<file path="config.mk">
export PLATFORM = sky130hd
export DESIGN_NAME = instr_fetch_unit
export DESIGN_NICKNAME = d
export VERILOG_FILES = /design/src/rtl/instr_fetch_unit_pkg.sv /design/src/rtl/instr_fetch_unit.sv
export SDC_FILE = /design/constraint.sdc
export NUM_CORES = 1
export LEC_CHECK = 0
export ABC_AREA = 1
export BUFFER_PORTS_ARGS = -buffer_cell sky130_fd_sc_hd__buf_4
export CAP_MARGIN = 20
export CORE_MARGIN = 1.5
export CORE_UTILIZATION = 50
export CTS_BUF_LIST = sky130_fd_sc_hd__clkbuf_4
export CTS_CLUSTER_DIAMETER = 200
export DETAILED_ROUTE_END_ITERATION = 6
export GPL_ROUTABILITY_DRIVEN = 0
export PLACE_DENSITY_LB_ADDON = 0.2
export SETUP_SLACK_MARGIN = 0.5
export SLEW_MARGIN = 30
export SYNTH_ARGS = -nofsm -noshare
export SYNTH_HDL_FRONTEND = slang
export SYNTH_SLANG_ARGS = --single-unit
</file>
<file path="constraint.sdc">
create_clock -name ph1 -period 1.7 [get_ports ph1]
set_input_delay 0.085 -clock ph1 [delete_from_list [all_inputs] [get_ports ph1]]
set_output_delay 0.085 -clock ph1 [all_outputs]
set_load 0.01 [all_outputs]
</file>
<file path="src/rtl/instr_fetch_unit_pkg.sv">
// Shared types and constants for the byte-serial instruction fetch unit.
// Holds the fetch FSM encoding and the byte-lane insert helper used by the datapath.
package instr_fetch_unit_pkg;

  localparam int unsigned INSTR_BYTES = 4;
  localparam int unsigned ADDR_W      = 8;
  localparam int unsigned IDX_W       = 2;
  localparam int unsigned WORD_W      = 32;

  typedef enum logic [1:0] {
    StIdle,
    StIssue,
    StDrain,
    StDone
  } fetch_state_e;

  // Little-endian placement: byte idx lands in word[8*idx +: 8].
  function automatic logic [WORD_W-1:0] insert_byte(
    input logic [WORD_W-1:0] word,
    input logic [IDX_W-1:0]  idx,
    input logic [7:0]        data
  );
    logic [WORD_W-1:0] res;
    res = word;
    res[{idx, 3'b000} +: 8] = data;
    return res;
  endfunction

endpackage

</file>
<file path="src/rtl/instr_fetch_unit.sv">
// Fetches one little-endian instruction word from a byte memory with one-cycle read latency.
// Issues four byte reads, drains the last return, then holds the word until acknowledged.
module instr_fetch_unit #(
  parameter int unsigned INSTR_BYTES = 4
) (
  input  logic        ph1,
  input  logic        reset,
  input  logic        start,
  input  logic [7:0]  pc_in,
  input  logic [7:0]  MemData,
  input  logic        ack,
  output logic        MemRead,
  output logic [7:0]  Address,
  output logic [31:0] instr,
  output logic        valid,
  output logic        busy,
  output logic [7:0]  pc_next
);
  import instr_fetch_unit_pkg::*;

  localparam logic [ADDR_W-1:0] StepBytes = ADDR_W'(INSTR_BYTES);
  localparam logic [IDX_W-1:0]  LastIdx   = IDX_W'(INSTR_BYTES - 1);

  fetch_state_e      state_q, state_d;
  logic [ADDR_W-1:0] base_q;
  logic [ADDR_W-1:0] pc_next_q;
  logic [IDX_W-1:0]  issue_cnt_q;
  logic [IDX_W-1:0]  cap_idx_q;
  logic [WORD_W-1:0] instr_q;

  // State register
  always_ff @(posedge ph1) begin
    if (reset) begin
      state_q <= StIdle;
    end else begin
      state_q <= state_d;
    end
  end

  // Next-state logic
  always_comb begin
    state_d = state_q;
    unique case (state_q)
      StIdle:  if (start) state_d = StIssue;
      StIssue: if (issue_cnt_q == LastIdx) state_d = StDrain;
      StDrain: state_d = StDone;
      StDone:  if (ack) state_d = StIdle;
      default: state_d = StIdle;
    endcase
  end

  // Output decode: depends only on state and registered counters, never on MemData.
  always_comb begin
    MemRead = 1'b0;
    Address = '0;
    busy    = 1'b1;
    valid   = 1'b0;
    unique case (state_q)
      StIdle: begin
        busy = 1'b0;
      end
      StIssue: begin
        MemRead = 1'b1;
        Address = base_q + {{(ADDR_W - IDX_W){1'b0}}, issue_cnt_q};
      end
      StDrain: begin
        MemRead = 1'b0;
      end
      StDone: begin
        valid = 1'b1;
      end
      default: begin
        busy = 1'b0;
      end
    endcase
  end

  // Datapath: the byte issued in one ISSUE cycle returns on MemData in the following cycle,
  // so capture trails issue by one cycle and the final byte lands during DRAIN.
  always_ff @(posedge ph1) begin
    if (reset) begin
      base_q      <= '0;
      pc_next_q   <= '0;
      issue_cnt_q <= '0;
      cap_idx_q   <= '0;
      instr_q     <= '0;
    end else begin
      unique case (state_q)
        StIdle: begin
          if (start) begin
            base_q      <= pc_in;
            pc_next_q   <= pc_in + StepBytes;
            issue_cnt_q <= '0;
            cap_idx_q   <= '0;
            instr_q     <= '0;
          end
        end
        StIssue: begin
          issue_cnt_q <= issue_cnt_q + 1'b1;
          if (issue_cnt_q != '0) begin
            instr_q   <= insert_byte(instr_q, cap_idx_q, MemData);
            cap_idx_q <= cap_idx_q + 1'b1;
          end
        end
        StDrain: begin
          instr_q   <= insert_byte(instr_q, cap_idx_q, MemData);
          cap_idx_q <= cap_idx_q + 1'b1;
        end
        default: begin
        end
      endcase
    end
  end

  assign instr   = instr_q;
  assign pc_next = pc_next_q;

endmodule

</file>
==> results of run 1 <==
## logic make-up after synthesis
| logic type | after synthesis | share of synthesized area, % |
|---|---|---|
| AOI/OAI and AO/OA | 44 | 7.86 |
| DFF | 52 | 36.3 |
| adders and majority gates | 17 | 7.69 |
| xor gates and xnor gates | 2 | 0.612 |
| buffers and inverters | 60 | 9.61 |
| and+or+nand+nor | 262 | 37.9 |
## worst min-delay path: stages
cell	delay, ns
buf_4	0.15
nor2_2	0.15
a211oi_4	0.07
## cell usage in the layout (no fill, tap or decap), types with 2 or more instances in the layout
cell	count
nand2_4	17
a21oi_2	13
a21oi_4	2
dfxtp_4	8
dfxtp_1	44
o21ai_2	9
nor2_4	17
nand2_8	2
nand3_1	21
buf_6	29
buf_16	7
inv_2	6
buf_12	6
nand3_4	5
or2_4	2
ha_1	6
o21ai_4	2
nand2_2	22
nand3_2	25
buf_8	5
clkinv_1	3
nor3_2	5
ha_4	10
inv_4	7
inv_1	22
o21ai_0	2
dlygate4sd3_1	8
a21oi_1	12
nand2_1	67
nor2_1	61
clkbuf_4	5
o21ai_1	2
nor2_2	17
buf_4	91
## timing repair
item,in CTS,in global routing
cloned,9,0
pin swaps,34,46
endpoints found under the setup margin,60,63
gates resized for setup,154,98
hold endpoints to repair,12,0
buffers inserted,28,20
hold buffers,8,0
## report_power, final
| group | total (mW) | leakage (nW) | switching [mW] | internal (mW) |
|---|---|---|---|---|
| sequential | 2.32 | 0.434 | 0.559 | 1.76 |
| combinational | 10.7 | 1.92 | 6.01 | 4.72 |
| clock | 0.753 | 0.0403 | 0.451 | 0.301 |
| total | 13.8 | 2.39 | 7.02 | 6.79 |
## per-stage QoR
stage          hold WS, ns  cell area (um2)  worst slack, ns
2_1_floorplan        0.147             3110            0.180
3_3_place_gp         0.305             3620            0.139
3_5_place_dp         0.307             3620           0.0583
4_1_cts             0.0108             4750           -0.133
5_1_grt             0.0827             5310           -0.270
6_report            0.0726             5310           -0.277
## registers in the layout, indices dropped and copies added, names as in the netlist
register	flops
pc_next	6
cap_idx_q	2
base_q	8
state_q	2
issue_cnt_q	2
instr	32
## final cells by class
type                    instances  area (um2)
clock inverters                 3        37.5
clock buffers                   5        37.5
multi-input cells             325        2410
fillers                       118         198
flip-flops and latches         52        1070
well taps                      72        90.1
repair buffers                146        1480
inverters                      39         189
## how the worst max path moves through the flow
stage                 endpoint  slack [ns]      startpoint
floorplan            instr[16]        0.18    cap_idx_q[0]
global placement     instr[10]        0.14    cap_idx_q[1]
detailed placement   instr[13]        0.06    cap_idx_q[1]
CTS                 Address[6]       -0.13  issue_cnt_q[0]
global route        Address[4]       -0.27       base_q[0]
finish              Address[2]       -0.28       base_q[0]
## per-layer routing
metal  part of all wire (%)  vias up
met5                      0        -
met4                    9.6        0
met3                     13      180
met2                     44      521
met1                     33     1991
li1                       -     1641
==> impl_metrics.env, run 1 <==
export IMPL_floorplan_initialDensity_pct=52.0
export IMPL_min_from="pc_in[5]"
export IMPL_max_freq_ghz=0.506
export IMPL_cp_max_fo=3
export IMPL_hold_class="primary input to register"
export IMPL_setup_violations=39
export IMPL_slowest_delay_ns=0.40
export IMPL_area_growth_pct=85.4
export IMPL_skew_ns=0.0221
export IMPL_clock_latency_ns=0.39
export IMPL_fin_cells=642
export IMPL_grt_use_met1_pct=44.4
export IMPL_cts_root_buf="clkbuf_4"
export IMPL_nets=606
export IMPL_path_depth=5
export IMPL_worstReg2RegStart="state_q[0]"
export IMPL_holdPathStages=3
export IMPL_netlist_area_um2=2860
export IMPL_ys_top_cells_by_count="107 x nand2_1, 90 x nor2_1, 52 x dfxtp_1, 49 x nand3_1, 37 x inv_1"
export IMPL_r2r_end="instr[8]"
export IMPL_cts_max_path_buffers=2
export IMPL_drive_gt1_share_pct=56.1
export IMPL_start_kind="register"
export IMPL_relSlewSlack_pct=71.6
export IMPL_avgSynthCellArea_um2=6.55
export IMPL_maxSlewViolCount=0
export IMPL_chipHeight_um=78.7
export IMPL_worst_slack_ns=-0.277
export IMPL_synth_warnings=0
export IMPL_rsz0062_at_grt="true"
export IMPL_path_clk_slew_ns=0.18
export IMPL_vias=4333
export IMPL_fin_total_pwr_mw=13.8
export IMPL_violations="DRC, setup timing"
export IMPL_final_hold_viol_count=0
export IMPL_dieWidth_um=78.7
export IMPL_synth_distinct_cells=25
export IMPL_antenna_cells=0
export IMPL_worst_slew_pin_slew_ns=0.426
export IMPL_die_area_um2=6190
export IMPL_cellPowerDensity_nw_per_um2=2600
export IMPL_period_minus_slack_ns=1.98
export IMPL_ir_drop_mv=2.58
export IMPL_grt_pass1_wl_um=18100
export IMPL_status="finished with violations"
export IMPL_drtAntennaViolNets=0
export IMPL_wl_per_cell_um=26.6
export IMPL_ioPinCount=71
export IMPL_vias_per_cell=6.75
export IMPL_track_usage_pct=38.1
export IMPL_grt_max_degree=26
export IMPL_synth_nets=474
export IMPL_tns_ns=-3.58
export IMPL_synth_top_area_share_pct=36.3
export IMPL_crit_slowest_cell="dfxtp_4"
export IMPL_io_buffer_count=70
export IMPL_seq_area_frac_synth_pct=36.3
export IMPL_gr_total_overflow=0
export IMPL_synth_most_common_cell="nand2_1"
export IMPL_grt_pass1_vias=3539
export IMPL_reg2regPathDepth=9
export IMPL_final_util_pct=96.4
export IMPL_cpLargestDelayFamily="adder cells"
export IMPL_crit_buf_inv=1
export IMPL_r2r_slack_ns=-0.14
export IMPL_worst_setup_path_end_kind="primary output"
export IMPL_critPathArrivalTime_ns=1.89
export IMPL_hpwl_um=5120
export IMPL_num_rows=27
export IMPL_synth_area_leader_cell="dfxtp_1"
export IMPL_synth_seq_cells=52
export IMPL_ys_dominant_reg_cell="dfxtp_1"
export IMPL_drcViolationCount=57
export IMPL_power_leakage_nw=2.39
export IMPL_worstPathRequired_ns=1.62
export IMPL_dp_cells=569
export IMPL_grt_util_met3_pct=7.91
export IMPL_first_pass_iters=7
export IMPL_numCtsBuffers=5
export IMPL_async_flop_share_pct=0
export IMPL_drv_cap=0
export IMPL_first_iter_violations=816
export IMPL_path_cells="ha_4 -> fa_2 -> o21ai_0 -> a21oi_1 -> buf_4"
export IMPL_h_tree_depth=2
export IMPL_grt_antenna_before_repair=0
export IMPL_core_area_um2=5510
export IMPL_top_usage_layer="met2"
export IMPL_grt_util_met2_pct=64.8
export IMPL_synth_edf_count=0
export IMPL_synth_cells=437
export IMPL_synth_area_leaders="dfxtp_1 36%, nand2_1 14%, nor2_1 12%"
export IMPL_worst_setup_path_type="register to primary output"
export IMPL_wirelength_um=17000
export IMPL_holdPathEnd="base_q[5]"
export IMPL_clock_sinks=52
export IMPL_cts_tree="built"
export IMPL_finalCritPeriodShare_pct=116
Power figures use the tool's default switching activity.
==> inputs of run 2 (changes only) <==
--- a/config.mk
+++ b/config.mk
@@ -10,10 +10,11 @@
 export CAP_MARGIN = 20
 export CORE_MARGIN = 1.5
 export CORE_UTILIZATION = 50
-export CTS_BUF_LIST = sky130_fd_sc_hd__clkbuf_4
+export CTS_BUF_LIST = sky130_fd_sc_hd__clkbuf_4 sky130_fd_sc_hd__clkbuf_8
 export CTS_CLUSTER_DIAMETER = 200
 export DETAILED_ROUTE_END_ITERATION = 6
 export GPL_ROUTABILITY_DRIVEN = 0
+export MAX_ROUTING_LAYER = met4
 export PLACE_DENSITY_LB_ADDON = 0.2
 export SETUP_SLACK_MARGIN = 0.5
 export SLEW_MARGIN = 30
==> impl_metrics.env, run 2 (synthesized netlist as in run 1, its figures left out) <==
export IMPL_grt_antenna_before_repair=0
export IMPL_cellPowerDensity_nw_per_um2=2470
export IMPL_first_iter_violations=481
export IMPL_floorplan_initialDensity_pct=52.0
export IMPL_hold_class="primary input to register"
export IMPL_largest_reg_flops=32
export IMPL_maxSlewViolCount=0
export IMPL_drv_cap=0
export IMPL_vias_per_cell=6.13
export IMPL_worstReg2RegStart="issue_cnt_q[0]"
export IMPL_period_minus_slack_ns=1.87
export IMPL_dieWidth_um=78.7
export IMPL_status="finished with violations"
export IMPL_critPathArrivalTime_ns=1.79
export IMPL_grt_pass1_vias=3219
export IMPL_worst_setup_path_type="register to primary output"
export IMPL_ioPinCount=71
export IMPL_drcViolationCount=0
export IMPL_min_from="pc_in[4]"
export IMPL_worstPathRequired_ns=1.62
export IMPL_chipHeight_um=78.7
export IMPL_cts_max_path_buffers=2
export IMPL_hpwl_um=5120
export IMPL_relSlewSlack_pct=69.4
export IMPL_layout_common_cells="83 x buf_4, 76 x nand2_1, 76 x nor2_1"
export IMPL_r2r_slack_ns=-0.08
export IMPL_fin_total_pwr_mw=12.3
export IMPL_layout_commonest_cell="buf_4"
export IMPL_worst_slack_ns=-0.173
export IMPL_ir_drop_mv=2.08
export IMPL_clock_latency_ns=0.32
export IMPL_power_leakage_nw=2.25
export IMPL_grt_pass1_wl_um=14800
export IMPL_vias=3787
export IMPL_finalCritPeriodShare_pct=110
export IMPL_cts_root_buf="clkbuf_8"
export IMPL_wl_per_cell_um=21.0
export IMPL_worst_setup_path_end_kind="primary output"
export IMPL_drive_gt1_share_pct=51.3
export IMPL_first_pass_iters=7
export IMPL_cp_max_fo=3
export IMPL_holdPathStages=3
export IMPL_max_freq_ghz=0.534
export IMPL_reg2regPathDepth=12
export IMPL_start_kind="register"
export IMPL_core_area_um2=5510
export IMPL_path_clk_slew_ns=0.10
export IMPL_numCtsBuffers=5
export IMPL_h_tree_depth=2
export IMPL_clock_sinks=52
export IMPL_drtAntennaViolNets=0
export IMPL_grt_max_degree=26
export IMPL_violations="setup timing"
export IMPL_wirelength_um=13000
export IMPL_area_growth_pct=74.1
export IMPL_die_area_um2=6190
export IMPL_cts_tree="built"
export IMPL_r2r_end="instr[2]"
export IMPL_nets=582
export IMPL_holdPathEnd="base_q[4]"
export IMPL_gr_total_overflow=0
export IMPL_worst_slew_pin_slew_ns=0.457
export IMPL_tns_ns=-0.829
export IMPL_rsz0062_at_grt="true"
export IMPL_setup_violations=14
export IMPL_final_hold_viol_count=0
export IMPL_track_usage_pct=31.5
export IMPL_io_buffer_count=70
export IMPL_num_rows=27
export IMPL_antenna_cells=0
export IMPL_skew_ns=0.0107
-- run 2: layout make-up --
cell class | count | area (um2)
Fill cell | 207 | 520
Tap cell | 72 | 90.1
Sequential cell | 52 | 1070
Inverter | 39 | 179
Multi-Input combinational cell | 326 | 2280
Clock inverter | 1 | 30.0
Timing Repair Buffer | 121 | 1240
Clock buffer | 7 | 96.3
-- run 2: power by group --
part	total, mW	leakage, nW	internal [mW]	switching (mW)
clock network	0.960	0.0645	0.520	0.440
logic	9.15	1.75	4.22	4.94
registers	2.22	0.434	1.76	0.460
-- run 2: per-layer routing --
layer,share of wire [%],global-route usage (%),up-vias
met1,36,35.2,1791
met5,0,-,-
li1,-,-,1601
met4,5.6,16.3,0
met3,9.7,7.09,81
met2,48,52.3,314
-- run 2: metrics by stage --
step,utilization (%),area (um2),instances,setup slack (ns),hold slack [ns]
floorplan,-,3110,437,0.180,0.147
global placement,65.7,3620,569,0.139,0.305
detailed placement,65.7,3620,569,0.0583,0.307
CTS,81.2,4470,604,-0.0458,0.0157
global route,90.5,4990,618,-0.171,0.0488
finish,90.5,4990,618,-0.173,0.0421
-- run 2: how the worst max path moves through the flow --
stage	end	slack (ns)	startpoint	depth (start not counted)
floorplan	instr[16]	0.18	cap_idx_q[0]	9
global placement	instr[10]	0.14	cap_idx_q[1]	8
detailed placement	instr[13]	0.06	cap_idx_q[1]	8
CTS	Address[6]	-0.05	issue_cnt_q[0]	8
global route	Address[4]	-0.17	issue_cnt_q[0]	7
finish	Address[4]	-0.17	issue_cnt_q[0]	7
-- run 2: what timing repair did --
| action | CTS | global route |
|---|---|---|
| resized for setup | 104 | 90 |
| hold endpoints to repair | 4 | 0 |
| hold buffers | 1 | 0 |
| gates cloned | 8 | 1 |
| pin swaps | 31 | 58 |
| buffers inserted | 18 | 13 |
| endpoints found under the setup margin | 58 | 62 |
-- run 2: critical path, cell delays in order, from the launching register on --
cell and delay, ns:
dfxtp_4 0.37, ha_4 0.16, fa_2 0.38, nand2_2 0.10
nor2_1 0.05, o21ai_1 0.16, nor2_1 0.09, buf_4 0.15
